$ cat config.mk
export PLATFORM = sky130hd
export DESIGN_NAME = uart_tx_arbiter
export DESIGN_NICKNAME = d
export VERILOG_FILES = /design/src/rtl/uart_pkg.sv /design/src/rtl/rr_arbiter.sv /design/src/rtl/uart_tx_arbiter.sv
export SDC_FILE = /design/constraint.sdc
export NUM_CORES = 1
export LEC_CHECK = 0
export CORE_MARGIN = 4
export CORE_UTILIZATION = 45
export DETAILED_ROUTE_END_ITERATION = 10
export DONT_BUFFER_PORTS = 1
export PLACE_DENSITY_LB_ADDON = 0.3
export SYNTH_ARGS = -nofsm -noshare
export SYNTH_HDL_FRONTEND = slang
export SYNTH_SLANG_ARGS = --single-unit
$ cat constraint.sdc
create_clock -name clk210_p -period 4.6 [get_ports clk210_p]
set_input_delay 0.46 -clock clk210_p [delete_from_list [all_inputs] [get_ports clk210_p]]
set_output_delay 0.46 -clock clk210_p [all_outputs]
set_load 0.02 [all_outputs]
$ cat src/rtl/uart_pkg.sv
// Shared definitions for the UART transmit path: arbiter state encoding,
// FIFO geometry and a one-hot to index helper.
package uart_pkg;

    localparam int FIFO_DEPTH_c = 32;
    localparam int BYTE_W_c     = 8;

    typedef enum logic [2:0] {
        ARB_IDLE_c      = 3'd0,
        ARB_LOAD_c      = 3'd1,
        ARB_REQ_c       = 3'd2,
        ARB_WAIT_DONE_c = 3'd3,
        ARB_RELEASE_c   = 3'd4
    } arb_state_t;

    function automatic logic [2:0] onehot_to_idx(input logic [7:0] oh);
        logic [2:0] idx;
        idx = '0;
        for (int i = 0; i < 8; i++) begin
            if (oh[i]) idx = 3'(i);
        end
        return idx;
    endfunction

endpackage

$ cat src/rtl/rr_arbiter.sv
// Combinational round-robin select: the first valid source after ptr
// (wrapping) wins, so the source at ptr itself is considered last.
module rr_arbiter
    import uart_pkg::*;
#(
    parameter int NUM_SRC = 4
) (
    input  logic [2:0]         ptr,
    input  logic [NUM_SRC-1:0] req,
    output logic [NUM_SRC-1:0] gnt
);

    localparam int IW = $clog2(NUM_SRC);

    always_comb begin
        logic [IW-1:0] idx;
        logic          found;
        gnt   = '0;
        found = 1'b0;
        idx   = '0;
        for (int k = 1; k <= NUM_SRC; k++) begin
            idx = IW'((int'(ptr) + k) % NUM_SRC);
            if (!found && req[idx]) begin
                gnt[idx] = 1'b1;
                found    = 1'b1;
            end
        end
    end

endmodule

$ cat src/rtl/uart_tx_arbiter.sv
// Grants one packet source at a time, copies its bytes into the uart_tx
// FIFO, then runs the transmit_req/done handshake before re-arbitrating.
module uart_tx_arbiter
    import uart_pkg::*;
#(
    parameter int NUM_SRC = 4,
    parameter int MAX_LEN = 32
) (
    input  logic                    clk210_p,
    input  logic                    reset_n_p,
    input  logic [NUM_SRC-1:0]      src_valid_p,
    input  logic [8*NUM_SRC-1:0]    src_data_p,
    input  logic [NUM_SRC-1:0]      src_last_p,
    output logic [NUM_SRC-1:0]      src_ready_p,
    output logic [NUM_SRC-1:0]      src_ovf_p,
    input  logic                    ovf_clr_p,
    output logic [7:0]              fifo_tx_din_p,
    output logic                    fifo_tx_wr_en_p,
    input  logic                    fifo_tx_empty_p,
    input  logic [4:0]              fifo_tx_data_count_p,
    output logic                    transmit_req_p,
    input  logic                    transmit_done_p,
    output logic                    transmit_done_ack_p,
    output logic                    busy_p,
    output logic [2:0]              grant_idx_p
);

    localparam int CNT_W = $clog2(MAX_LEN + 1);

    arb_state_t           state_q, state_d;
    logic [2:0]           ptr_q, ptr_d;
    logic [2:0]           grant_q, grant_d;
    logic                 busy_q, busy_d;
    logic [CNT_W-1:0]     cnt_q, cnt_d;
    logic [7:0]           din_q, din_d;
    logic                 wr_en_q, wr_en_d;
    logic                 req_q, req_d;
    logic                 ack_q, ack_d;
    logic [NUM_SRC-1:0]   ovf_q, ovf_d;

    logic [NUM_SRC-1:0]   rr_gnt;
    logic [7:0]           rr_gnt_ext;
    logic [2:0]           rr_idx;
    logic [NUM_SRC-1:0]   grant_oh;
    logic                 sel_valid, sel_last;
    logic [7:0]           sel_data;
    logic                 fifo_idle;

    rr_arbiter #(.NUM_SRC(NUM_SRC)) u_rr (
        .ptr (ptr_q),
        .req (src_valid_p),
        .gnt (rr_gnt)
    );

    always_comb begin
        rr_gnt_ext                = '0;
        rr_gnt_ext[NUM_SRC-1:0]   = rr_gnt;
    end
    assign rr_idx = onehot_to_idx(rr_gnt_ext);

    // Both views of the FIFO must agree it has drained before a new grant.
    assign fifo_idle = fifo_tx_empty_p && (fifo_tx_data_count_p == '0);

    always_comb begin
        sel_valid   = 1'b0;
        sel_last    = 1'b0;
        sel_data    = '0;
        grant_oh    = '0;
        src_ready_p = '0;
        for (int i = 0; i < NUM_SRC; i++) begin
            if (grant_q == 3'(i)) begin
                sel_valid      = src_valid_p[i];
                sel_last       = src_last_p[i];
                sel_data       = src_data_p[8*i +: 8];
                grant_oh[i]    = 1'b1;
                src_ready_p[i] = (state_q == ARB_LOAD_c);
            end
        end
    end

    always_comb begin
        state_d = state_q;
        ptr_d   = ptr_q;
        grant_d = grant_q;
        busy_d  = busy_q;
        cnt_d   = cnt_q;
        din_d   = din_q;
        wr_en_d = 1'b0;
        req_d   = req_q;
        ack_d   = 1'b0;
        ovf_d   = ovf_clr_p ? '0 : ovf_q;
        case (state_q)
            ARB_IDLE_c: begin
                req_d = 1'b0;
                if (fifo_idle && !transmit_done_p && (|rr_gnt)) begin
                    grant_d = rr_idx;
                    ptr_d   = rr_idx;
                    busy_d  = 1'b1;
                    state_d = ARB_LOAD_c;
                end
            end
            ARB_LOAD_c: begin
                if (sel_valid) begin
                    if (cnt_q < CNT_W'(MAX_LEN)) begin
                        wr_en_d = 1'b1;
                        din_d   = sel_data;
                        cnt_d   = cnt_q + 1'b1;
                    end else begin
                        // Applied after the clear so a simultaneous set wins.
                        ovf_d = ovf_d | grant_oh;
                    end
                    if (sel_last) state_d = ARB_REQ_c;
                end
            end
            ARB_REQ_c: begin
                req_d   = 1'b1;
                state_d = ARB_WAIT_DONE_c;
            end
            ARB_WAIT_DONE_c: begin
                if (transmit_done_p) begin
                    req_d   = 1'b0;
                    ack_d   = 1'b1;
                    state_d = ARB_RELEASE_c;
                end
            end
            ARB_RELEASE_c: begin
                if (!transmit_done_p) begin
                    busy_d  = 1'b0;
                    cnt_d   = '0;
                    state_d = ARB_IDLE_c;
                end
            end
            default: begin
                state_d = ARB_IDLE_c;
                grant_d = '0;
                busy_d  = 1'b0;
                cnt_d   = '0;
                din_d   = '0;
                req_d   = 1'b0;
                ovf_d   = '0;
            end
        endcase
    end

    always_ff @(posedge clk210_p or negedge reset_n_p) begin
        if (!reset_n_p) begin
            state_q <= ARB_IDLE_c;
            ptr_q   <= '0;
            grant_q <= '0;
            busy_q  <= 1'b0;
            cnt_q   <= '0;
            din_q   <= '0;
            wr_en_q <= 1'b0;
            req_q   <= 1'b0;
            ack_q   <= 1'b0;
            ovf_q   <= '0;
        end else begin
            state_q <= state_d;
            ptr_q   <= ptr_d;
            grant_q <= grant_d;
            busy_q  <= busy_d;
            cnt_q   <= cnt_d;
            din_q   <= din_d;
            wr_en_q <= wr_en_d;
            req_q   <= req_d;
            ack_q   <= ack_d;
            ovf_q   <= ovf_d;
        end
    end

    assign fifo_tx_din_p       = din_q;
    assign fifo_tx_wr_en_p     = wr_en_q;
    assign transmit_req_p      = req_q;
    assign transmit_done_ack_p = ack_q;
    assign busy_p              = busy_q;
    assign grant_idx_p         = grant_q;
    assign src_ovf_p           = ovf_q;

endmodule
# Word-level counts from Yosys, hierarchy flattened
# Cells that the tools add are included.
# W data, S select, Z words.
# totals
out_inout_bits	23
input_bits	50
regBits	30
# classes
add_sub_neg	5
muxes	75
reduce_logical	30
bitwise_logic	9
n_lt_le_gt_ge	9
n_eq_ne	13
# ops
op	count
$mux W8	6
$mux W1	36
$mux W4	7
$mux W3	8
$mux W6	3
$pmux W6 S3	1
$or A4 B4 Y4	4
$pmux W8 S2	1
$pmux W3 S5	1
$eq A3 B2 Y1 const B	4
$lt A2 B3 Y1 const B	4
$reduce_or A4 Y1	3
$logic_and A1 B1 Y1	10
$ne A2 B2 Y1 const B	5
$bmux W1 S2	4
$demux W1 S2	4
$ge A2 B1 Y1 const B	4
$pmux W4 S2	1
$add A6 B1 Y6 const B	1
$eq A3 B1 Y1 const B	2
$logic_not A3 Y1	2
$lt A6 B6 Y1 const B	1
$pmux W1 S3	2
$pmux W3 S2	1
13 further kinds	26

# Logic depth before layout (Yosys ltp)
# logic_depth
ltp_word	18
ltp_mapped	9
depth_no_buf	8

# Hierarchy
# Synthesis repeated with hierarchy kept, for this count alone.
# hier_totals
hier_cells	190
hier_area_um2	2034.5
# modules_own_cells
module	cells_per_inst	area_per_inst_um2	instances
uart_tx_arbiter	152	1676.6	1
rr_arbiter	38	357.8	1

# Worst setup path after synthesis
# Ideal clock, no wire load.
# synth_path
path_kind	register to register
from	register ptr_q[0]
to	register grant_q[0], in the netlist grant_idx_p[0]
synth_period_minus_slack_ps	2554
required_ps	4521
arrival_ps	2475
path_stages_with_launch	10
path_slack_ps	2046
path_cell_list	dfrtp_1 buf_6 inv_1 ha_1 mux4_2 nor2_1 and4b_2 nor4_4 a31oi_2 mux2i_1
# synth_via
elab_chain_cells	18
elab_cells_between_ends	57
# synth_rtl
element	line	rtl
from (decl)	uart_tx_arbiter.sv:31	logic [2:0] ptr_q, ptr_d;
from (signal assigned)	uart_tx_arbiter.sv:159	ptr_q <= ptr_d;
branches (longest 12 deep; another with $lt A2 B3 Y1)	-	
$mux W4 (*)	rr_arbiter.sv:23	if (!found && req[idx]) begin
$mux W1	uart_pkg.sv:20	if (oh[i]) idx = 3'(i);
$mux W3 (2 in series)	uart_pkg.sv:20	
$mux W3	uart_tx_arbiter.sv:95	if (fifo_idle && !transmit_done_p && (|rr_gnt)) begin
$pmux W3 S2	uart_tx_arbiter.sv:92	case (state_q)
to (signal assigned)	uart_tx_arbiter.sv:160	grant_q <= grant_d;
to (decl)	uart_tx_arbiter.sv:32	logic [2:0] grant_q, grant_d;
# Every way passes the cells marked *. The select of a mux whose other input is x is not followed.
# A chain may end at the register's enable or synchronous reset.

# Worst setup path after layout
# layout_path
from	register ptr_q[0]
to	register ptr_q[0]
# layout_via
elab_chain_cells	16
elab_cells_between_ends	54
# layout_rtl
element	line
branches (longest 12 deep; another with $lt A2 B3 Y1)	-
$mux W4 (*)	rr_arbiter.sv:23
$mux W1 or $reduce_or A4 Y1 (tied branches)	uart_pkg.sv:20, uart_tx_arbiter.sv:95
$mux W3 or $logic_and A1 B1 Y1 (tied branches)	uart_pkg.sv:20, uart_tx_arbiter.sv:95
$mux W3 or $reduce_and A2 Y1 (tied branches)	-
# Marks and branches as above.

==> out/metrics.cfg <==
[finish]
fin_nets=266
diodes=0
layout-drive-gt1-share_pct=13.5
fin_util_pct=52.3
fillerInstances=386
multi_input_area_um2=1180
fin_area_um2=2170
seq_area_um2=726
syn2layout_area_growth_pct=8.52

[floorplan]
die_y_um=74.6
die_area_um2=5570
num_rows=23
initial_utilization_pct=48.2
coreArea_um2=4140
pin_count=73
die_w_um=74.6

[sta]
period_needed_ps=2850
hold_viol_final=0
finalSetupTns_ps=0
fin_crit_sh_pct=61.9
worst_slew_pin_slew_ps=1020
fmax_ghz=0.351
setup_violations=0
grt_setup_unrepaired=false
slew_viol_final=0
slew_headroom_pct=31.8
fin_worst_skew_ps=6.55

[clock_tree]
worst_skew_pair.late_latency_ps=280
clock-sinks=29
clk_pin_slew_worst_paths_ps=70
root_buffer=clkbuf_8
cts_buffer_depth=2
cts_tree=done
htree_levels=2
cts_made_buffers=5
cts_resized=0
cts_setup_buffers=0

[pwr]
p_int_uw=721
switching_share_pct=43.3
power_density_nw_per_um2=587
leakagePower_uw=0.000976
vdd_ir_drop_max_v=0.000230
power_switching_uw=550
p_clk_share_pct=21.6
combPwrFrac_pct=40.1
pwr-share-seq_pct=38.3

[critical_path]
end_kind=register
r2r-end=ptr_q[0]
crit_type=register to register
cp.arrival_ps=3050
reg2reg_from=ptr_q[0]
path_max_fanout=10
r2r_setup_slack_ps=1750
start_kind=register
required_ps=4800
r2r_cells=8

[synthesis]
synth_top_area_share_pct=36.3
yosys_most_used_dff=dfrtp_1
syn_area_um2=2000
syn_avg_cell_area_um2=9.69
yosysMostFrequentCell=nand2_1
netlist_instances=206
synth_async_sr_flop_share_pct=100
syn_nets=265
yosysTopAreaCell=dfrtp_1
ys_warn_count=0
synth_area_leaders=dfrtp_1 (36%), mux4_2 (14%), nand2_1 (6.2%)
yosysUniqueCellTypes=48
netlist_top_cells_count=nand2_1 (33), dfrtp_1 (29), nor2_1 (23)
yosysSeqAreaShare_pct=36.3
ys_seq_elements=29
synth_edf_count=0

[worst_hold_path]
hp-start=transmit_done_p
whs_endpoint=transmit_done_ack_p
worst_hold_path_type=input pin to register
hold_depth=2

[grt]
met2_usage_pct=28.0
grt_pass1_wl_um=7310
grt_pass1_vias=1527
grt_busiest_layer=met2
grtUsageTotal_pct=17.4
grt_overflow_total=0
antenna_found_initial=0
grt_max_degree=30
met1_usage_pct=22.3
grtUsageMet3_pct=6.81

[routing]
via_per_inst=6.20
drt_first_pass_iters=4
drc=0
wirelength_um=4700
drt_iter0_markers=98
vias=1599
wl_per_cell_um=18.2
antenna_left=0

[run]
drv_cap=0

[placed_design]
dp_hpwl_um=3580
place_congestion=0.865
port_buffers=0
dpl_cell_area_um2=2020

[status]
run_status=completed

cell type report:
cell class	count	share of cell area [%]
repair buffers	3	1.73
flip-flops and latches	29	33.5
well taps	50	2.89
clock inverters	1	1.39
clock buffers	7	3.98
inverters	11	1.91
multi-input cells	157	54.6
routing by layer:
| metal | share of wire, % | wire [µm] |
|---|---|---|
| met4 | 0.60 | 28 |
| met2 | 45 | 2130 |
| met1 | 41 | 1940 |
| met3 | 13 | 596 |
| met5 | 0 | 0 |
cells by family after synthesis:
| kind of cell | Yosys count | share of synthesized area (%) |
|---|---|---|
| AOI/OAI and AO/OA | 40 | 14.0 |
| xor gates and xnor gates | 3 | 1.32 |
| adders and majority gates | 9 | 5.64 |
| buffers and inverters | 20 | 4.39 |
| DFF | 29 | 36.3 |
| muxes | 18 | 17.4 |
| other | 1 | 0.188 |
| and+or+nand+nor | 86 | 20.7 |
per-stage QoR:
stage               hold WS, ps  setup WS [ps]  total power (µW)  instances
finish                      327           1750              1270        258
global route                325           1510              1370        258
CTS                         317           1750              1280        258
detailed placement          165           1750               993        248
global placement            165           1800               987        248
floorplan                   164           2050               892        206
flip-flops by register name, summed over array words and instances (netlist names):
| name | cells |
|---|---|
| fifo_tx_wr_en_p | 1 |
| fifo_tx_din_p | 8 |
| state_q | 3 |
| cnt_q | 6 |
| src_ovf_p | 4 |
| transmit_req_p | 1 |
| busy_p | 1 |
| ptr_q | 2 |
| grant_idx_p | 2 |
| transmit_done_ack_p | 1 |
placed cells by master (no fill, tap or decap), drive strengths merged, types with 3 or more instances in the layout:
master	instances
nand3	11
nor2	23
a22o	4
ha	9
inv	11
a32oi	3
a31oi	4
a21oi	10
o21ai	10
nand2	33
dfrtp	29
clkbuf	7
mux4	13
mux2i	4
nor4	3
power groups by stage:
stage / clock network, µW / logic [µW] / registers [µW]
floorplan: 0 / 486 / 406
global placement: 0 / 496 / 491
detailed placement: 0 / 500 / 493
CTS: 280 / 512 / 488
global route: 289 / 571 / 506
finish: 275 / 511 / 487
worst max path at each step:
stage | startpoint | to | cells past startpoint
floorplan | ptr_q[0] | grant_idx_p[0] | 9
global placement | ptr_q[0] | ptr_q[0] | 8
detailed placement | ptr_q[0] | ptr_q[0] | 8
CTS | ptr_q[0] | ptr_q[0] | 8
global route | ptr_q[0] | ptr_q[0] | 8
finish | ptr_q[0] | ptr_q[0] | 8
critical path, cell delays in order (launching register included):
cell	delay [ps]
dfrtp_1	570
inv_1	190
ha_1	370
mux4_2	580
nor2_1	270
and4b_2	300
nor4_4	60
a31oi_2	230
mux2i_1	210
timing repair:
item,4_1_cts,5_1_grt
hold endpoints to repair,29,0
setup endpoints to repair,0,0
hold buffers,2,0
Note: power is estimated with default switching activity, not from simulation.
==> RTL change 1: new RTL, same flow settings <==
Re-encode `arb_state_t` (5 states) as one-hot, 5 bits wide.
--- a/src/rtl/uart_pkg.sv
+++ b/src/rtl/uart_pkg.sv
@@ -5,12 +5,12 @@
     localparam int FIFO_DEPTH_c = 32;
     localparam int BYTE_W_c     = 8;
 
-    typedef enum logic [2:0] {
-        ARB_IDLE_c      = 3'd0,
-        ARB_LOAD_c      = 3'd1,
-        ARB_REQ_c       = 3'd2,
-        ARB_WAIT_DONE_c = 3'd3,
-        ARB_RELEASE_c   = 3'd4
+    typedef enum logic [4:0] {
+        ARB_IDLE_c      = 5'b00001,
+        ARB_LOAD_c      = 5'b00010,
+        ARB_REQ_c       = 5'b00100,
+        ARB_WAIT_DONE_c = 5'b01000,
+        ARB_RELEASE_c   = 5'b10000
     } arb_state_t;
 
     function automatic logic [2:0] onehot_to_idx(input logic [7:0] oh);
Function: no difference found for any inputs over 4 cycles, from zero or initial values and one cycle with reset_n_p low; so few cycles prove little.
==> RTL change 1 against the unedited design <==
Power down 25%. Utilization down 1.7 points. Area after synthesis up 5.7%. Combinational power down 31%. Design area up 3.7%. Sequential cell count up 2. Worst setup slack worse by 360 ps. Wire length down 0.98%. Largest cell class unchanged.
==> RTL change 1: results (changes against the unedited design) <==
| Metric | Value |
|---|---|
| Status | finished, final reports clean |
| Critical path arrival | 3360 ps (+310 ps) |
| Synth cell types | 52 (+8.3%) |
| Max-slew headroom | 35.98% (+4.2 points) |
| PnR Total Power | 959.9 uW (-25%) |
| Main area contributors after synthesis | dfrtp_1, mux4_2, nand2_1 |
| Comb group | 354 uW (-31%) |
| Drt wl/cell | 17.23 um (-5.4%) |
| Syn Area/Cell | 9.551 um2 (-1.5%) |
| Placed Instances | 261 (+5.2%) |
| Placed cell areas | 2127 um2 (+5.3%) |
| Num sequential | 31 (+6.9%) |
| Starting DRC count in detailed routing | 86 (-12%) |
| Non-clock buffering overhead | 1.225% (-0.51 points) |
| Slowest-stage cell, CP | mux4_1 |
| Multi-input gate share of total cell area | 55.34% (+0.73 points) |
| Worst hold path class | in -> async |
| Logic inverters | 9 (-2) |
| Largest net degree at the start of global routing | 31 (+3.3%) |
| P_sw | 352.2 uW (-36%) |
| Multi-input gates | 168 (+7.0%) |
| Routability Congestion | 0.8435 (-2.5%) |
| Worst Reg2Reg Path Length in Cells | 7 (-1) |
| Post-DP HPWL | 3.544 mm (-1.1%) |
| Via density | 6.011 (-3.0%) |
| R2r setup slk | 1390 ps (-360 ps) |
| Fin util | 50.56% (-1.7 points) |
| P_seq | 377 uW (-23%) |
| Vias | 1623 (+1.5%) |
| Non-CTS buffers | 2 (-1) |
| Top post-synthesis cells by count | nand2_1, dfrtp_1, nor2_1, o21ai_0, mux4_2 |
| CP max stage delay | 680 ps (+100 ps) |
| Fin Hold WS | 6.069 ps (-320.4 ps) |
| Layout cells sized above 1 | 14.68% (+1.2 points) |
| GRT Total Usage | 16.47% (-0.89 points) |
| Clock-cell share | 4.454% (-0.92 points) |
| Maximum clock frequency | 312.0 MHz (-11%) |
| Vias in the first global route | 1657 (+8.5%) |
| Pleak | 0.0009424 uW (-3.4%) |
| Max IR drop VDD | 209.4 uV (-9.0%) |
| FILL cells | 407 (+5.4%) |
[RTL change 1: cell count changes in the layout (fill, tap and decap cells not counted), moves of 3 or more]
cell	delta
nor2_1	-4
nand3_1	-9
xor2_1	+3
nor3_1	+7
mux2i_1	-4
o21ai_0	+10
a22o_1	-4
nand3b_1	+3
[RTL change 1: what timing repair did]
action,CTS,global route
endpoints found under the hold margin,30,0
endpoints found under the setup margin,0,0
hold buffers,1,0
[RTL change 1: cells by family after synthesis]
| family | count (synthesis) | synth area share [%] |
|---|---|---|
| DFF | 31 | 36.81 |
| and+or+nand+nor | 88 | 20.45 |
| AOI/OAI and AO/OA | 49 | 14.40 |
| muxes | 15 | 15.83 |
| xor gates and xnor gates | 6 | 2.490 |
| other | 1 | 0.1777 |
| buffers and inverters | 22 | 4.505 |
| adders and majority gates | 9 | 5.335 |
[RTL change 1: layer usage]
layer	wire length (um)	global-route usage, %	up-vias
met5	0	0	-
met4	19	2.536	0
met3	337	5.674	4
met2	2322	27.42	54
met1	1973	21.17	779
li1	-	-	786
==> RTL change 2: new RTL, config.mk and constraints unchanged <==
Without the edit above. `NUM_SRC` is set to 4 in 2 places; all go to 8.
--- a/src/rtl/rr_arbiter.sv
+++ b/src/rtl/rr_arbiter.sv
@@ -3,7 +3,7 @@
 module rr_arbiter
     import uart_pkg::*;
 #(
-    parameter int NUM_SRC = 4
+    parameter int NUM_SRC = 8
 ) (
     input  logic [2:0]         ptr,
     input  logic [NUM_SRC-1:0] req,
--- a/src/rtl/uart_tx_arbiter.sv
+++ b/src/rtl/uart_tx_arbiter.sv
@@ -3,7 +3,7 @@
 module uart_tx_arbiter
     import uart_pkg::*;
 #(
-    parameter int NUM_SRC = 4,
+    parameter int NUM_SRC = 8,
     parameter int MAX_LEN = 32
 ) (
     input  logic                    clk210_p,
Ports: changed (5 resized); port bits go from 73 to 121. No check against the original RTL was run, so the function may have changed too.
==> RTL change 2 against the unedited design <==
Non-clock buffer count grew 7. Synthesized cell count rose by 100%. Sequential share of layout area decreased by 11 points. Area after synthesis is 84% higher. Design area is 78% higher. Sequential cell count up 6. Power is 64% higher. Utilization decreased by 3.0 points. Worst setup slack got worse by 1400 ps. Wire length rose by 130%. Largest cell class unchanged. Largest power group unchanged. Highest routed layer unchanged.
==> RTL change 2: results (changes against the unedited design) <==
| Metric | Value |
|---|---|
| PnR Total Power | 2092 uW (+64%) |
| Routability Congestion | 0.9768 (+13%) |
| Comb group | 1260 uW (+150%) |
| P_int | 1035 uW (+44%) |
| Max IR drop VDD | 332.1 uV (+44%) |
| Clock Latency Late Sink | between 200 and 300 ps |
| Met2 WL post-DR | 5.171 mm (+140%) |
| Drt first pass iters | 5 (+1) |
| Metal1 wirelength | 4.524 mm (+130%) |
| Main area contributors after synthesis | dfrtp_1, mux4_2, mux2i_1 |
| Post-DP HPWL | 8.441 mm (+140%) |
| Seq/Total Area, Yosys | 23.79% (-13 points) |
| Max-slew headroom | 39.06% (+7.2 points) |
| Clock share of power | 11.3% (-10 points) |
| Mapped Nets | 519 (+96%) |
| Critical path arrival | 4380 ps (+1330 ps) |
| Layout net count | 505 (+90%) |
| R2R Path Start | ptr_q[1]$_DFFE_PN0P_ |
| Vias | 3392 (+110%) |
| Maximum fanout along the worst path | 11 (+1) |
| Post-synthesis async set-or-reset flop share | 100.0% (unchanged) |
| FILL cells | 762 (+97%) |
| Status | finished, final reports clean |
| Grt met1 use | 28.44% (+6.1 points) |
| Largest net degree at the start of global routing | 36 (+20%) |
| Starting DRC count in detailed routing | 244 (+150%) |
| DR WL met3 | 1.051 mm (+76%) |
| Origin of the worst min-delay path | transmit_done_p |
| First-pass GRT wire length | 17.60 mm (+140%) |
| Drt wl/cell | 21.44 um (+18%) |
| Pleak | 0.001554 uW (+59%) |
| Layout cells sized above 1 | 16.38% (+2.9 points) |
| Slowest-stage cell, CP | dfrtp_1 |
| Placed cell areas | 3736 um2 (+85%) |
| Synth cell types | 66 (+38%) |
| Top post-synthesis cells by count | nand2_1, dfrtp_1, mux2i_1, nor2_1, a21oi_1 |
| Vias in the first global route | 3374 (+120%) |
| Placed Instances | 501 (+100%) |
| GRT Total Usage | 21.82% (+4.5 points) |
| Postcts setup bufs | 0 (unchanged) |
| Global Route met2 Usage | 35.15% (+7.2 points) |
| Syn Area/Cell | 8.726 um2 (-10%) |
| Pre-CTS setup slack | 464.3 ps (-1290 ps) |
| Routing usage on met3 | 6.794% (-0.015 points) |
| # H-tree levels | 2 (unchanged) |
| Fin Clk Skew | 12.87 ps (+6.322 ps) |
| Clk buf depth | 2 (unchanged) |
==> RTL change 2: cell count changes in the layout (fill, tap and decap cells not counted), moves of 6 or more <==
cell	change
a21oi_1	+19
buf_4	+7
inv_1	+7
mux2_2	+14
mux2i_1	+31
mux4_2	+6
nand2_1	+11
nor2_1	+11
nor2b_1	+9
o21ai_0	+17
o22ai_1	+7
==> RTL change 2: worst paths after layout <==
kind	slack, ps	to	depth (start not counted)
max	390	grant_idx_p[0]$_DFFE_PN0P_	13
min	310	state_q[2]$_DFFE_PN0P_	1
max reg2reg	390	grant_idx_p[0]$_DFFE_PN0P_	13
min reg2reg	510	cnt_q[4]$_DFFE_PN0P_	1
max in group asynchronous	3790	grant_idx_p[2]$_DFFE_PN0P_	2
min in group asynchronous	610	cnt_q[1]$_DFFE_PN0P_	2
==> RTL change 2: cells by family (layout without fill, tap and decap cells) <==
family / Yosys count / count (layout) / synth area share, %
simple gates: 145 / 145 / 20.29
compound gates: 112 / 112 / 20.69
mux: 71 / 71 / 26.64
xor+xnor: 3 / 3 / 0.7137
fa+ha+maj: 7 / 7 / 2.378
flops: 35 / 35 / 23.79
buf+inv: 49 / 36 / 5.505
==> RTL change 2: layout make-up <==
class	count	area [um2]	area share, %
inverters	18	67.56	1.748
repair buffers	10	90.09	2.331
flip-flops and latches	35	877.1	22.69
clock inverters	2	16.27	0.4208
well taps	102	127.6	3.302
multi-input cells	338	2604	67.37
clock buffers	6	82.58	2.137
==> RTL change 2: critical path: cells and delay by family, from the launching register on <==
family / cells / cell delay, ps
fa+ha+maj: 1 / 520
compound gates: 2 / 300
simple gates: 4 / 1020
buf+inv: 3 / 640
flops: 1 / 580
mux: 3 / 1030
